===== src/rtl/instr_encoder.sv =====
// instr_encoder: two-stage RV32I instruction encoder with immediate range checks and a saturating error count
// Ports: i_clk, i_rst_n (sync active-low); i_valid/o_ready field handshake;
//   i_opcode, i_rd, i_rs1, i_rs2, i_funct3, i_funct7, i_imm instruction fields;
//   o_valid/i_ready word handshake; o_instr encoded word (NOP on error); o_err error flag;
//   o_err_cnt saturating count of errored words handed off.
module instr_encoder (
  input  logic        i_clk,
  input  logic        i_rst_n,
  input  logic        i_valid,
  output logic        o_ready,
  input  logic [6:0]  i_opcode,
  input  logic [4:0]  i_rd,
  input  logic [4:0]  i_rs1,
  input  logic [4:0]  i_rs2,
  input  logic [2:0]  i_funct3,
  input  logic [6:0]  i_funct7,
  input  logic [31:0] i_imm,
  output logic        o_valid,
  input  logic        i_ready,
  output logic [31:0] o_instr,
  output logic        o_err,
  output logic [7:0]  o_err_cnt
);
  localparam logic [2:0] F_R = 3'd0, F_I = 3'd1, F_SH = 3'd2, F_S = 3'd3,
                         F_B = 3'd4, F_U = 3'd5, F_J = 3'd6, F_BAD = 3'd7;
  logic [4:0]  w_op5;
  logic [2:0]  w_fmt;
  logic        w_ok;
  logic        w_s2_adv;
  logic [31:0] w_word;
  logic        r_s1_valid, r_s1_err, r_s2_valid, r_err;
  logic [2:0]  r_fmt, r_f3;
  logic [6:0]  r_op, r_f7;
  logic [4:0]  r_rd, r_rs1, r_rs2;
  logic [31:0] r_imm, r_instr;
  logic [7:0]  r_err_cnt;
  assign w_op5 = i_opcode[6:2];
  always_comb begin
    w_fmt = i_opcode[1:0] != 2'b11 ? F_BAD :
            w_op5 == 5'b01100 ? F_R :
            w_op5 == 5'b00100 ? (i_funct3[1:0] == 2'b01 ? F_SH : F_I) :
            (w_op5 == 5'b00000 || w_op5 == 5'b11001) ? F_I :
            w_op5 == 5'b01000 ? F_S :
            w_op5 == 5'b11000 ? F_B :
            (w_op5 == 5'b01101 || w_op5 == 5'b00101) ? F_U :
            w_op5 == 5'b11011 ? F_J : F_BAD;
    // a signed range check reduces to: every bit above the field's sign bit equals that sign bit
    w_ok = w_fmt == F_R ? 1'b1 :
           (w_fmt == F_I || w_fmt == F_S) ? i_imm[31:11] == {21{i_imm[11]}} :
           w_fmt == F_SH ? i_imm[31:5] == 27'd0 :
           w_fmt == F_B ? (i_imm[31:12] == {20{i_imm[12]}}) && !i_imm[0] :
           w_fmt == F_U ? i_imm[11:0] == 12'd0 :
           w_fmt == F_J ? (i_imm[31:20] == {12{i_imm[20]}}) && !i_imm[0] : 1'b0;
  end
  assign w_s2_adv  = !r_s2_valid | i_ready;
  assign o_ready   = !i_rst_n | !r_s1_valid | w_s2_adv;
  assign o_valid   = r_s2_valid;
  assign o_instr   = r_instr;
  assign o_err     = r_err;
  assign o_err_cnt = r_err_cnt;
  always_ff @(posedge i_clk) begin
    if (!i_rst_n) begin
      r_s1_valid <= 1'b0;
    end else if (o_ready) begin
      r_s1_valid <= i_valid;
      r_s1_err   <= !w_ok;
      r_fmt      <= w_fmt;
      r_op       <= i_opcode;
      r_rd       <= i_rd;
      r_rs1      <= i_rs1;
      r_rs2      <= i_rs2;
      r_f3       <= i_funct3;
      r_f7       <= i_funct7;
      r_imm      <= i_imm;
    end
  end
  always_comb begin
    w_word = r_fmt == F_R  ? {r_f7, r_rs2, r_rs1, r_f3, r_rd, r_op} :
             r_fmt == F_I  ? {r_imm[11:0], r_rs1, r_f3, r_rd, r_op} :
             r_fmt == F_SH ? {r_f7, r_imm[4:0], r_rs1, r_f3, r_rd, r_op} :
             r_fmt == F_S  ? {r_imm[11:5], r_rs2, r_rs1, r_f3, r_imm[4:0], r_op} :
             r_fmt == F_B  ? {r_imm[12], r_imm[10:5], r_rs2, r_rs1, r_f3, r_imm[4:1], r_imm[11], r_op} :
             r_fmt == F_U  ? {r_imm[31:12], r_rd, r_op} :
             r_fmt == F_J  ? {r_imm[20], r_imm[10:1], r_imm[11], r_imm[19:12], r_rd, r_op} :
             32'h0000_0013;
  end
  always_ff @(posedge i_clk) begin
    if (!i_rst_n) begin
      r_s2_valid <= 1'b0;
      r_instr    <= 32'd0;
      r_err      <= 1'b0;
      r_err_cnt  <= 8'd0;
    end else begin
      if (w_s2_adv) begin
        r_s2_valid <= r_s1_valid;
        r_instr    <= r_s1_err ? 32'h0000_0013 : w_word;
        r_err      <= r_s1_err;
      end
      if (r_s2_valid && i_ready && r_err && r_err_cnt != 8'hFF)
        r_err_cnt <= r_err_cnt + 8'd1;
    end
  end
endmodule


===== config.mk =====
export PLATFORM = sky130hd
export DESIGN_NAME = instr_encoder
export DESIGN_NICKNAME = d
export VERILOG_FILES = /design/src/rtl/instr_encoder.sv
export SDC_FILE = /design/constraint.sdc
export NUM_CORES = 1
export LEC_CHECK = 0
export ABC_AREA = 0
export BUFFER_PORTS_ARGS = -buffer_cell sky130_fd_sc_hd__buf_4
export CAP_MARGIN = 20
export CORE_MARGIN = 2
export CORE_UTILIZATION = 45
export DETAILED_ROUTE_END_ITERATION = 8
export GPL_ROUTABILITY_DRIVEN = 0
export PLACE_DENSITY = 0.75
export SYNTH_ARGS = -nofsm -noshare
export SYNTH_HDL_FRONTEND = slang
export SYNTH_SLANG_ARGS = --single-unit

===== constraint.sdc =====
create_clock -name i_clk -period 11.29 [get_ports i_clk]
set_clock_uncertainty 0.2 [all_clocks]
set_input_delay 1.6935 -clock i_clk [delete_from_list [all_inputs] [get_ports i_clk]]
set_output_delay 1.6935 -clock i_clk [all_outputs]
set_load 0.02 [all_outputs]

* Word level (Yosys, flattened, before mapping) *
Index checks and enable logic that the tools add are counted.

storage, ports and cells
  flip-flop bits (word level) = 111
  input bits = 68
  output and inout port bits = 43
  word-level logic and storage cells = 86

operators by class
  $add $sub $neg = 1
  equal/unequal tests = 26
  multiplexer cells = 23
  bitwise operators = 3
  reductions and logical operators = 19

operator list
  kind                 count
  $mux 32              8
  $logic_not 27->1     1
  $eq 20x20->1         1
  $eq 19x19->1         1
  $eq 3x3->1 const B   6
  $eq 5x4->1 const B   3
  $eq 5x5->1 const B   3
  $mux 3               5
  $eq 3x2->1 const B   4
  $logic_not 12->1     1
  $eq 11x11->1         1
  $eq 5x3->1 const B   2
  $add 8x1->8 const B  1
  $ne 8x8->1 const B   1
  $mux 1               7
  $eq 3x1->1 const B   2
  $logic_not 3->1      2
  $mux 2               3
  $logic_and 1x1->1    5
  $logic_not 1->1      5
  $logic_not 5->1      1
  $logic_or 1x1->1     3
  $or 1x1->1           3
  $eq 2x1->1 const B   1
  2 further kinds      2

* Longest topological paths before layout *
  word-level depth = 17
  depth in mapped cells = 10
  depth with buffers taken out = 7

* Least setup slack after synthesis *
No wires, ideal clock.

  path kind = input to register
  from = input port i_ready
  to = register r_f3[0], enable pin
  library setup time = 0.517 ns
  arrival time = 5.447 ns
  required time = 10.573 ns
  slack = 5.126 ns
  cell stages on the path = 4
  buffers on the path = 2
  path through = nor2b_1 > clkbuf_1 > clkbuf_1 > a21oi_1

on the way
  longest elaborated chain between the ends = 3

ends and longest elaborated chain
  item                               RTL line  source
  from (decl)                        19        input logic i_ready,
  $or 1x1->1                         55        assign w_s2_adv = !r_s2_valid | i_ready;
  $or 1x1->1                         56        assign o_ready = !i_rst_n | !r_s1_valid | w_s2_adv;
  $reduce_and 2->1 (no source line)  -
  to (signal assigned)               72        r_f3 <= i_funct3;
  to (decl)                          32        logic [2:0] r_fmt, r_f3;

No other way between the ends.
A chain may end at the register's enable or synchronous reset.

* Worst setup path in the final report *
  from = input port i_ready
  to = output port o_ready

on the way
  longest elaborated chain between the ends = 2

ends and longest elaborated chain
  item        RTL line  source
  $or 1x1->1  55
  $or 1x1->1  56
  to (decl)   10        output logic o_ready,

No other way between the ends.

==> results.cfg <==
[critical_path]
cp-end-kind = output port
critPathMaxFanout = 36
r2r-start = r_fmt[2]$_DFFE_PP_
ff2ff_path_depth = 6
rrSetupSlack_ns = 8.50
required_ns = 9.40
reg2reg_to = o_instr[24]$_SDFFE_PN0P_
startpoint_type = primary input
worst-setup-path-type = in2out
arrival_ns = 2.57

[synthesis]
syn_inst = 392
synth_flop_cell = edfxtp_1
ys_seq_area_share_pct = 63.27
synth.cell_area_sq_um = 4588
syn-num-nets = 462
synthTopCellsByArea = edfxtp_1 45%, dfxtp_1 19%, a22oi_1 4.1%
synth-edff-count = 68
yosysTopAreaCell = edfxtp_1
async_flop_share_pct = 0
yosysUniqueCellTypes = 49
yosys_warnings = 0
avgSynthCellArea_sq_um = 11.70
ys_ff_latch = 111
synth_top_area_share_pct = 44.51

[layout]
fin_area_sq_um = 5688
syn_to_final_growth_pct = 23.97
antenna_cells = 0
num-fill-cells = 855
nNetsFinal = 565
drive_above_1_share_pct = 27.20

[run_status]
outcome = finished, final reports clean

[clock_tree]
postCtsSetupBuffers = 0
postCtsHoldBufs = 0
cts_buffers = 9
clockBufferDepth = 2
cts_sinks = 111
cts_tree = yes
cts_root_buf = clkbuf_8
clk_pin_slew_ns = 0.10
clk_latency_ns = 0.38
h-tree-depth = 3
post_cts_resize_count = 0

[sta]
rsz0062_at_grt = false
max_freq_mhz = 223.9
tightest_slew_ns = 1.038
setup_viol = 0
fin_tns_setup_ns = 0
layout_min_cycle_time_ns = 4.467
drv_slew = 0
timing.slew.headroom_pct = 30.73
finalCritPeriodShare_pct = 39.57
hold_viol_final = 0

[run]
drv_cap = 0

[floorplanning]
die_w_um = 105.0
row_count = 36
coreArea_sq_um = 9819
die_h_um = 105.0
dieArea_sq_um = 11020
io_pins = 111
start_util_pct = 46.73

[global_route]
grt_pass1_wl_mm = 17.11
grt_max_degree = 66
grt_pass1_vias = 3391
grt_overflow = 0
track_usage_pct = 19.64
grt_antenna_before_repair = 0

[place]
numPortBuffers = 110
dpl_cell_area_sq_um = 5498
hpwl_mm = 7.920

[route]
first_pass_iters = 5
drtIter0Drc = 403
drc = 0
drtAntennaViolNets = 0
wl_per_cell_um = 16.97
vias = 3527
via_per_inst = 5.572
drt_wl_total_mm = 10.74

[worst_hold_path]
hold_path_class = reg2reg
hold_path_depth = 2
min-delay-start = o_instr[7]$_SDFFE_PN0P_
min_to = o_instr[7]$_SDFFE_PN0P_

[pwr]
leakage_nw = 2.192
power.density_nw_per_um2 = 130.2
ir_drop_mv = 0.05584
[routing by layer]
metal	global-route usage, %	wire length (um)	up-vias
li1	-	-	1689
met1	26.81	4852	1683
met2	31.03	5095	140
met3	3.431	605	15
met4	8.000	189	0
met5	0	0	-
[logic make-up (layout without fill, tap and decap cells)]
family,Yosys count,count (layout),share of synthesized area (%)
DFF,111,111,63.27
adders and majority gates,2,2,0.5453
buffers and inverters,29,137,3.163
muxes,11,11,2.400
xor gates and xnor gates,6,6,1.145
AOI/OAI and AO/OA,106,106,15.90
and+or+nand+nor,127,127,13.58
[worst max-delay path: stages]
cell,delay (ns)
buf_4,0.12
nor2b_2,0.09
buf_4,0.35
nand3_1,0.14
buf_4,0.18
[stage by stage]
| step | setup slack [ns] | hold WS, ns | util, % | power [mW] | cells |
|---|---|---|---|---|---|
| 4_1_cts | 6.815 | 0.2649 | 57.93 | 0.7457 | 633 |
| 3_5_place_dp | 6.820 | 0.2519 | 55.99 | 0.5249 | 617 |
| 3_3_place_gp | 6.835 | 0.2541 | 55.99 | 0.5230 | 617 |
| 2_1_floorplan | 5.126 | 0.2586 | - | 0.4921 | 392 |
| 6_report | 6.823 | 0.2661 | 57.93 | 0.7408 | 633 |
| 5_1_grt | 6.766 | 0.2811 | 57.93 | 0.7672 | 633 |
[power by group]
group          leakage [nW]  internal, mW  switching [mW]
clock                0.0965        0.0866           0.138
combinational          1.09        0.0279          0.0314
sequential             1.01         0.448         0.00900
[synthesized netlist by cell type, types with 3 or more instances]
cell / count
buf_6: 4
edfxtp_1: 68
or3_1: 3
inv_1: 8
a22oi_1: 25
a2111oi_0: 4
a211oi_1: 7
clkbuf_1: 13
a21oi_1: 24
a221oi_1: 8
nand3_1: 8
nand2_1: 32
nor3_1: 5
o221a_2: 3
a31oi_1: 4
nor2b_1: 5
nand2b_1: 5
o21bai_1: 3
xnor2_1: 4
dfxtp_1: 43
and2_1: 9
mux2i_1: 11
o21ai_0: 18
nor4_1: 8
nor2_1: 38
nand4_1: 4
[cell type report]
type                    count  area, sq um  share of cell area [%]
well taps                 133        166.4                   2.926
repair buffers            112        840.8                   14.78
inverters                   9        33.78                  0.5939
flip-flops and latches    111         2903                   51.03
clock buffers              10        127.6                   2.244
multi-input cells         252         1554                   27.32
clock inverters             6        62.56                   1.100
[state kept, by name, summed over array words and instances (netlist names)]
register / count
o_instr: 32
r_imm: 32
o_err_cnt: 8
r_f7: 7
r_op: 7
r_rd: 5
r_rs1: 5
r_rs2: 5
r_f3: 3
r_fmt: 3
o_err: 1
o_valid: 1
r_s1_err: 1
r_s1_valid: 1
[layout by cell type, fill, tap and decap left out, drive strengths merged, types with 5 or more instances in the layout]
cell type	Yosys	routed
nor3	5	5
buf	7	112
mux2i	11	11
a211oi	7	7
nand2	32	32
nor4	8	8
and2	10	10
inv	8	12
nand2b	5	5
a22oi	25	25
edfxtp	68	68
clkbuf	13	10
o21ai	18	18
nor2b	6	6
a221oi	8	8
dfxtp	43	43
nand3	8	8
nor2	39	39
a21oi	24	24
[worst max-delay path by stage]
stage | from | slack [ns] | cells past startpoint | endpoint
3_3_place_gp | i_ready | 6.83 | 5 | o_ready
5_1_grt | i_ready | 6.77 | 5 | o_ready
4_1_cts | i_ready | 6.81 | 5 | o_ready
2_1_floorplan | i_ready | 5.13 | 4 | r_f3[0]$_DFFE_PP_
6_report | i_ready | 6.82 | 5 | o_ready
3_5_place_dp | i_ready | 6.82 | 5 | o_ready
No activity file was read; power rests on OpenSTA's default activity.
